--- src/rtl/slice_pkg.sv ---
// Shared constants and state encoding for the slice sequencer and its buffer RAM.
// Latency: n/a (declarations only).
// Backpressure: n/a (declarations only).
package slice_pkg;

  localparam int SLICE_W = 25;   // bits per slice
  localparam int DEPTH   = 64;   // slices per frame
  localparam int ADDR_W  = 6;    // log2(DEPTH)
  localparam int TIMEOUT = 255;  // WAIT cycles without a calc edge before re-issue

  typedef enum logic [1:0] {
    LOAD  = 2'd0,
    ISSUE = 2'd1,
    WAIT  = 2'd2,
    DRAIN = 2'd3
  } state_e;

endpackage

--- src/rtl/slice_ram.sv ---
// Frame buffer: DEPTH x SLICE_W, one synchronous write port, one asynchronous read port.
// Latency: write visible to the read port the cycle after we; read is combinational.
// Backpressure: none, accepts a write every cycle.
// Ports: clk; we/waddr/wdata write port; raddr -> rdata read port.
// Contents are intentionally not reset; every frame overwrites all entries before use.
module slice_ram
  import slice_pkg::*;
(
  input  logic               clk,
  input  logic               we,
  input  logic [ADDR_W-1:0]  waddr,
  input  logic [SLICE_W-1:0] wdata,
  input  logic [ADDR_W-1:0]  raddr,
  output logic [SLICE_W-1:0] rdata
);

  logic [SLICE_W-1:0] mem_q [DEPTH];

  always_ff @(posedge clk) begin
    if (we) begin
      mem_q[waddr] <= wdata;
    end
  end

  assign rdata = mem_q[raddr];

endmodule

--- src/rtl/slice_sequencer.sv ---
// Buffers a 64-slice frame, issues each slice to the datapath (set strobe, wait for a calc edge), writes results back, streams them out.
// Latency: 64 input cycles, >=2 cycles per slice processed, first out_valid 1 cycle after the last calc edge.
// Backpressure: in_ready only in LOAD; out_valid holds data stable until out_ready; stalled slices retry after TIMEOUT.
// Ports: in_valid/in_ready/in_slice upstream stream; line/set/calc/mem datapath interface;
//        out_valid/out_ready/out_slice/out_last downstream stream; busy (not in LOAD); err (sticky timeout flag).
module slice_sequencer
  import slice_pkg::*;
(
  input  logic               clk,
  input  logic               rst_n,
  input  logic               in_valid,
  output logic               in_ready,
  input  logic [SLICE_W-1:0] in_slice,
  output logic [SLICE_W-1:0] line,
  output logic               set,
  input  logic               calc,
  input  logic [SLICE_W-1:0] mem,
  output logic               out_valid,
  input  logic               out_ready,
  output logic [SLICE_W-1:0] out_slice,
  output logic               out_last,
  output logic               busy,
  output logic               err
);

  localparam logic [ADDR_W-1:0] LAST   = ADDR_W'(DEPTH - 1);
  localparam logic [7:0]        TO_MAX = 8'(TIMEOUT);

  state_e             state, state_nxt;
  logic [ADDR_W-1:0]  wr_ptr, wr_ptr_nxt;
  logic [ADDR_W-1:0]  idx, idx_nxt, idx_inc;
  logic [7:0]         wait_cnt, wait_cnt_nxt;
  logic               calc_q, calc_rise;
  logic [SLICE_W-1:0] line_nxt, out_slice_nxt;
  logic               set_nxt, out_valid_nxt, out_last_nxt, err_nxt;
  logic               in_hs, out_hs;

  logic               ram_we;
  logic [ADDR_W-1:0]  ram_waddr, ram_raddr;
  logic [SLICE_W-1:0] ram_wdata, ram_rdata;

  slice_ram u_ram (
    .clk   (clk),
    .we    (ram_we),
    .waddr (ram_waddr),
    .wdata (ram_wdata),
    .raddr (ram_raddr),
    .rdata (ram_rdata)
  );

  assign in_ready  = (state == LOAD);
  assign busy      = (state != LOAD);
  assign in_hs     = in_valid & in_ready;
  assign out_hs    = out_valid & out_ready;
  // A calc level left high by the previous slice must not complete the next one.
  assign calc_rise = calc & ~calc_q;
  assign idx_inc   = idx + ADDR_W'(1);

  always_comb begin
    state_nxt     = state;
    wr_ptr_nxt    = wr_ptr;
    idx_nxt       = idx;
    wait_cnt_nxt  = wait_cnt;
    line_nxt      = line;
    set_nxt       = 1'b0;
    out_valid_nxt = out_valid;
    out_slice_nxt = out_slice;
    out_last_nxt  = out_last;
    err_nxt       = err;
    ram_we        = 1'b0;
    ram_waddr     = wr_ptr;
    ram_wdata     = in_slice;
    ram_raddr     = idx;

    case (state)
      LOAD: begin
        if (in_hs) begin
          ram_we     = 1'b1;
          wr_ptr_nxt = wr_ptr + ADDR_W'(1);
          // First slice of a new frame clears the previous frame's timeout flag.
          if (wr_ptr == '0) err_nxt = 1'b0;
          if (wr_ptr == LAST) begin
            idx_nxt   = '0;
            state_nxt = ISSUE;
          end
        end
      end
      ISSUE: begin
        line_nxt     = ram_rdata;
        set_nxt      = 1'b1;
        wait_cnt_nxt = '0;
        state_nxt    = WAIT;
      end
      WAIT: begin
        if (calc_rise) begin
          ram_we    = 1'b1;
          ram_waddr = idx;
          ram_wdata = mem;
          if (idx == LAST) begin
            // Prefetch slice 0 so out_valid rises on the very next cycle.
            ram_raddr     = '0;
            idx_nxt       = '0;
            out_valid_nxt = 1'b1;
            out_slice_nxt = ram_rdata;
            out_last_nxt  = (LAST == '0);
            state_nxt     = DRAIN;
          end else begin
            idx_nxt   = idx_inc;
            state_nxt = ISSUE;
          end
        end else if (wait_cnt == TO_MAX) begin
          err_nxt   = 1'b1;
          state_nxt = ISSUE;
        end else begin
          wait_cnt_nxt = wait_cnt + 8'd1;
        end
      end
      DRAIN: begin
        if (out_hs) begin
          if (idx == LAST) begin
            out_valid_nxt = 1'b0;
            out_last_nxt  = 1'b0;
            idx_nxt       = '0;
            state_nxt     = LOAD;
          end else begin
            ram_raddr     = idx_inc;
            idx_nxt       = idx_inc;
            out_slice_nxt = ram_rdata;
            out_last_nxt  = (idx_inc == LAST);
          end
        end
      end
      default: state_nxt = LOAD;
    endcase
  end

  always_ff @(posedge clk or negedge rst_n) begin
    if (!rst_n) begin
      state     <= LOAD;
      wr_ptr    <= '0;
      idx       <= '0;
      wait_cnt  <= '0;
      calc_q    <= 1'b0;
      line      <= '0;
      set       <= 1'b0;
      out_valid <= 1'b0;
      out_slice <= '0;
      out_last  <= 1'b0;
      err       <= 1'b0;
    end else begin
      state     <= state_nxt;
      wr_ptr    <= wr_ptr_nxt;
      idx       <= idx_nxt;
      wait_cnt  <= wait_cnt_nxt;
      calc_q    <= calc;
      line      <= line_nxt;
      set       <= set_nxt;
      out_valid <= out_valid_nxt;
      out_slice <= out_slice_nxt;
      out_last  <= out_last_nxt;
      err       <= err_nxt;
    end
  end

endmodule
--- config.mk ---
export PLATFORM = sky130hd
export DESIGN_NAME = slice_sequencer
export DESIGN_NICKNAME = d
export VERILOG_FILES = /design/src/rtl/slice_pkg.sv /design/src/rtl/slice_ram.sv /design/src/rtl/slice_sequencer.sv
export SDC_FILE = /design/constraint.sdc
export NUM_CORES = 2
export LEC_CHECK = 0
export ABC_AREA = 0
export CORE_MARGIN = 2
export CORE_UTILIZATION = 45
export CTS_CLUSTER_SIZE = 10
export DETAILED_ROUTE_END_ITERATION = 7
export GPL_ROUTABILITY_DRIVEN = 0
export PLACE_DENSITY_LB_ADDON = 0.2
export SLEW_MARGIN = 20
export SYNTH_ARGS = -nofsm -noshare
export SYNTH_HDL_FRONTEND = slang
export SYNTH_SLANG_ARGS = --single-unit
--- constraint.sdc ---
create_clock -name clk -period 3.8 [get_ports clk]
set_input_delay 0.76 -clock clk [delete_from_list [all_inputs] [get_ports clk]]
set_output_delay 0.76 -clock clk [all_outputs]
set_load 0.02 [all_outputs]
Yosys cells after proc, flatten, opt, wreduce, memory -nomap -nowiden

Memory sizes are Yosys's and may differ from the RTL's.
Cells that the tools add are included.

Add/subtract/negate cells: 3
Eq/ne operators: 19
Multiplexer cells: 51
Bitwise gates (word level): 4
Reductions and logical operators: 15

Operators by type and width:

| kind                | count |
|---|---|
| $mux 25             | 6 |
| $mux 6              | 11 |
| $pmux 25 s2         | 1 |
| $reduce_and 5->1    | 5 |
| $eq 6x6->1 const B  | 3 |
| $pmux 6 s3          | 1 |
| $mux 1              | 16 |
| $mux 8              | 2 |
| $ne 2x2->1 const B  | 8 |
| $pmux 8 s2          | 1 |
| $mux 2              | 7 |
| $add 6x1->6 const B | 2 |
| $pmux 6 s2          | 1 |
| $add 8x1->8 const B | 1 |
| $eq 8x8->1 const B  | 1 |
| $pmux 1 s2          | 4 |
| $pmux 2 s4          | 1 |
| $reduce_bool 2->1   | 4 |
| $logic_not 6->1     | 1 |
| $ne 2x1->1 const B  | 3 |
| $eq 2x2->1 const B  | 2 |
| $reduce_and 4->1    | 1 |
| $and 1x1->1         | 3 |
| $ne 3x3->1 const B  | 1 |
| other kinds (6)     | 6 |

Flip-flop bits (word level): 77
Bits in writable memories: 1600
Input port bits: 55
Output and inout port bits: 56
Word-level logic and storage cells: 104
Memories kept: 1

Memories:

| name        | words | width | rd ports | clocked after memory_dff | write ports | line            | source |
|---|---|---|---|---|---|---|---|
| u_ram.mem_q | 64    | 25    | 1        | 0                        | 1           | slice_ram.sv:17 | `logic [SLICE_W-1:0] mem_q [DEPTH];` |

Longest topological paths before layout

An unclocked memory read counts as a cell.

Depth after elaboration: 8
Depth in mapped cells: 18
Mapped depth without buffers: 11

Cells and area by module

Synthesis repeated with hierarchy kept, for this count alone.

Cells, all modules: 3262
Area total of the unflattened synthesis: 65955.8 sq um

Modules (own cells, without submodules):

| module          | instances | cells an instance | area an instance (sq um) | sequential area each (sq um) |
|---|---|---|---|---|
| slice_ram       | 1         | 2825              | 61997.0                  | 48046.1 |
| slice_sequencer | 1         | 437               | 3958.8                   | 1926.8 |

Worst setup path after synthesis

Ideal clock, no wire load.

Path type: register -> register
From: register idx[1]
To: register line[17]
Library setup time: 0.135 ns
Arrival: 3.599 ns
Data required time: 3.665 ns
Setup slack: 0.066 ns
Stages on the path, launching flop included: 17
Buffers on the path: 5
Clock period less this slack: 3.734 ns
Cell sequence: dfrtp_1 > ha_1 > buf_2 > and4_1 > buf_2 > nand2_1 > ha_1 > o2bb2ai_1 > nor2_1 > buf_4 > buf_2 > buf_4 > mux4_2 > a22oi_1 > o211ai_1 > a21oi_1 > o31ai_1

Word-level cells in the longest chain between the ends: 5
Elaborated cells between the ends (all ways): 8
Those cells by class: add/sub (1); eq/ne (1); mux (5); memory (1)

Ends and longest elaborated chain:

| element                                   | line                                                                 | source |
|---|---|---|
| start: declaration                        | slice_sequencer.sv:31                                                | `logic [ADDR_W-1:0] idx, idx_nxt, idx_inc;` |
| start signal: assignment                  | slice_sequencer.sv:153                                               | `idx <= idx_nxt;` |
| $add 6x1->6 or $eq 6x6->1 (tied branches) | slice_sequencer.sv:57, slice_sequencer.sv:99, slice_sequencer.sv:120 |  |
| $mux 6, on equally long branches          | slice_sequencer.sv:120, slice_sequencer.sv:99                        |  |
| $mux 6, on equally long branches          | slice_sequencer.sv:119, slice_sequencer.sv:95                        |  |
| $pmux 6 s2 (*)                            | slice_sequencer.sv:75                                                | `case (state)` |
| $mem_v2 64x25 (*)                         | n/a                                                                  |  |
| end signal: assignment                    | slice_sequencer.sv:156                                               | `line <= line_nxt;` |
| end: declaration                          | slice_sequencer.sv:14                                                | `output logic [SLICE_W-1:0] line,` |

Mark *: on every way between the ends. The rest lies on a longest branch, timed or not.
A chain may end at the register's enable or synchronous reset.

Final worst setup path

From: register idx[1]
To: register line[5]

Same word-level chain as after synthesis.

==> results.env <==
MIN_PERIOD_PS=3741
CRITPATHKIND='reg2reg'
PLACEMENT.CELL_AREA_MM2=0.07480
AVGSYNTHCELLAREA_UM2=17.78
CAPTURING_ELEMENT_TYPE_OF_THE_CRITICAL_PATH='flip-flop'
WHS_PS=104.8
CRITPATHARRIVALTIME_PS=4380
SYNTH_CELLS=3730
GLOBALROUTEOVERFLOWTOTAL=0
TRITONCTS_NUM_SINKS=1677
ANTENNA_LEFT=0
HPWL_UM=119300
POST_DRT_WL_PER_CELL_UM=30.13
SYNTH.CELL_AREA_MM2=0.06631
YOSYSUNIQUECELLTYPES=75
GRT_PASS1_VIAS=38210
FINALNONFILLERCELLS=6336
PERIOD_SHARE_PCT=98.46
PATH_MAX_FANOUT=24
AREA_GROWTH_SYN_TO_LAYOUT_PCT=21.79
SYNTHDOMINANTCELLAREASHARE_PCT=72.46
YOSYSWARNINGCOUNT=0
FINAL.SETUP_SKEW_PS=21.17
IO_BUFFER_COUNT=110
CRIT_PATH_FREQUENT_CELL='sky130_fd_sc_hd__buf_4'
ROUTED_VIA_DENSITY=6.129
SYNTH_MOST_COMMON_CELL='sky130_fd_sc_hd__edfxtp_1'
CLOCK-ROOT-BUFFER='sky130_fd_sc_hd__clkbuf_16'
WORST-SLEW-PIN-TRANSITION_PS=942.6
DIE_H_UM=387.9
CP_SLOWEST_STAGE_DELAY_PS=440
DESIGN.CORE.AREA_MM2=0.1459
RSZ0062_AT_GRT='true'
HEADROOM_TO_THE_MAX_SLEW_LIMIT_PCT=37.16
DIODES=0
DIE_W_UM=387.9
HTREE_DEPTH=4
MAX-CAP-VIOLATIONS=0
PIN_COUNT_OF_THE_BIGGEST_NET_ENTERING_GLOBAL_ROUTING=65
CTS_BUFFERS=187
DETAILEDROUTE.FIRSTITERATIONVIOLATIONS=4267
NUM_ROWS=140
FINAL_CORE_UTILIZATION_PCT=55.35
CRITPATHREQUIREDTIME_PS=4440
VDD_IR_MAX_uV=414.5
TOP_FLIP_FLOP_CELL_BY_INSTANCE_COUNT_AFTER_SYNTHESIS='sky130_fd_sc_hd__edfxtp_1'
SYNTHESIZED_NET_COUNT=3792
DETAILROUTE.VIA_COUNT=38840
SYNTH.LARGEST_AREA_CELL='sky130_fd_sc_hd__edfxtp_1'
P_LEAK_nW=26.66
TIMING.FINAL.MAX_SLEW_VIOLATIONS=0
YS_TOP_CELLS_BY_COUNT='1600 x sky130_fd_sc_hd__edfxtp_1, 303 x sky130_fd_sc_hd__nand2_1, 259 x sky130_fd_sc_hd__mux4_2'
POWER.DENSITY_mW_PER_MM2=649.9
FINALSETUPVIOLCOUNT=0
PIN_COUNT=111
CLOCK_TREE.BUFFER_DEPTH=3
TIMING.FMAX_MHz=267.3
DRCVIOLATIONCOUNT=0
INITIAL_UTILIZATION_PCT=45.45
CLOCK_INSERTION_DELAY_WORST_SKEW_PS=800
SYNTH.FF_LATCH_COUNT=1677
OUTCOME='finished, final reports clean'
FINALHOLDVIOLCOUNT=0
FIRST_PASS_ITERS=6
SYNTH_AREA_LEADERS='sky130_fd_sc_hd__edfxtp_1 72%, sky130_fd_sc_hd__mux4_2 8.8%, sky130_fd_sc_hd__dfrtp_1 2.9%'
ROUTED_WL_UM=190900
SETUP_TNS_PS=0
PLACEDCELLCOUNT=5999
GRT_PASS1_WL_UM=274300
LAYOUT.NETS=4367
DESIGN.DIE.AREA_MM2=0.1504
SYNTH_ENABLE_FLOP_CELLS=1600
ASYNCSETRESETFLOPFRACSYNTH_PCT=4.592
CP_CELL_SEQUENCE='ha_2, buf_4, nand4_1, buf_4, nor4_4, or3_4, buf_12, buf_16, buf_12, mux4_2, a22oi_1, buf_4, nand4_1, nand4_1, buf_4, o21ai_0'
ANTENNA_VIOLATIONS_BEFORE_REPAIR=4
DRIVE_ABOVE_1_SHARE_PCT=25.89
SEQ_AREA_FRAC_SYNTH_PCT=75.36
GRT_UTIL_ALL_LAYERS_PCT=25.26
CTS_TREE='yes'
POSTLAYOUTCELLAREA_MM2=0.08076
WORST_SETUP_SP_TYPE='flip-flop'
CLK_PIN_SLEW_WORST_PATHS_PS=50
HOLD_BUFFERS=0
WORST_MIN_DELAY_PATH_CLASS='in2async'
CRITPATHSLOWESTCELL='sky130_fd_sc_hd__or3_4'
## per-layer routing
layer | global-route usage (%) | vias to the layer above | part of all wire [%]
li1 | - | 16320 | -
met2 | 39.03 | 1731 | 46
met1 | 36.90 | 20520 | 43
met3 | 4.295 | 263 | 7.8
met4 | 7.720 | 2 | 3.1
met5 | 0 | - | 0.0068
## registers in the layout (all words and copies together) (netlist names), 2 cells and up
register     flops
idx              6
line            25
out_slice       25
state            2
u_ram.mem_q   1600
wait_cnt         8
wr_ptr           6
## final timing paths
kind                          startpoint       endpoint  slack, ps  cells after the start
min reg2reg                out_slice[11]  out_slice[11]        480                      2
min in group clk           out_slice[11]  out_slice[11]        480                      2
max                               idx[1]        line[5]         60                     16
max reg2reg                       idx[1]        line[5]         60                     16
max in group asynchronous          rst_n  out_slice[22]       2930                      2
min                                rst_n            set        100                      1
## cells by family (layout without fill, tap and decap cells)
family / Yosys count / in the layout / share of synthesized area [%]
AOI/OAI and AO/OA: 661 / 661 / 7.021
xor gates and xnor gates: 11 / 11 / 0.1453
adders and majority gates: 7 / 7 / 0.1321
buffers and inverters: 278 / 967 / 1.925
DFF: 1677 / 1677 / 75.36
muxes: 342 / 342 / 10.07
and+or+nand+nor: 754 / 754 / 5.344
## area by class of cell
type | instances | area (um2)
fillers | 11240 | 65150
flip-flops and latches | 1677 | 49970
multi-input cells | 1775 | 15780
repair buffers | 627 | 7142
clock buffers | 288 | 5142
well taps | 1917 | 2399
clock inverters | 15 | 188.9
inverters | 37 | 138.9
## repair_timing
item	4_1_cts	5_1_grt
setup buffers	18	19
gates resized for setup	29	36
pin swaps	15	22
endpoints found under the setup margin	44	41
gates cloned	1	1
## power breakdown
group / switching, W / internal, W
clock: 0.00693 / 0.00922
sequential: 0.000400 / 0.0214
combinational: 0.00830 / 0.00622
## worst max-delay path, delay by kind of cell (launching register included)
family / cells / cell delay, ps
buffers and inverters: 7 / 1230
adder cells (fa/ha/maj): 1 / 190
AO/OA/AOI/OAI: 2 / 280
multiplexers: 1 / 300
AND/OR/NAND/NOR: 5 / 1170
flip-flops: 1 / 380
## stage by stage
| stage | setup slack, ps | power [W] |
|---|---|---|
| 6_report | 58.51 | 0.05249 |
| 4_1_cts | -16.94 | 0.05252 |
| 3_3_place_gp | -1067 | 0.03598 |
| 2_1_floorplan | 66.07 | 0.02960 |
| 3_5_place_dp | -1074 | 0.03611 |
| 5_1_grt | -3.793 | 0.05432 |
## layout by cell type, fill, tap and decap left out, types with 54 or more instances in the layout
cell type	netlist	layout
sky130_fd_sc_hd__a21oi_1	96	93
sky130_fd_sc_hd__nor2_1	131	64
sky130_fd_sc_hd__clkdlybuf4s50_1	0	109
sky130_fd_sc_hd__and2_1	63	63
sky130_fd_sc_hd__o21ai_0	115	113
sky130_fd_sc_hd__mux4_2	259	259
sky130_fd_sc_hd__buf_4	17	342
sky130_fd_sc_hd__mux2i_1	71	71
sky130_fd_sc_hd__clkbuf_1	126	96
sky130_fd_sc_hd__o31ai_1	83	82
sky130_fd_sc_hd__dfrtp_1	77	77
sky130_fd_sc_hd__buf_12	0	156
sky130_fd_sc_hd__nand2_1	303	277
sky130_fd_sc_hd__clkbuf_16	0	191
sky130_fd_sc_hd__nand4_1	54	54
sky130_fd_sc_hd__nand3_1	115	114
sky130_fd_sc_hd__edfxtp_1	1600	1600
Note: power is estimated with default switching activity, not from simulation.
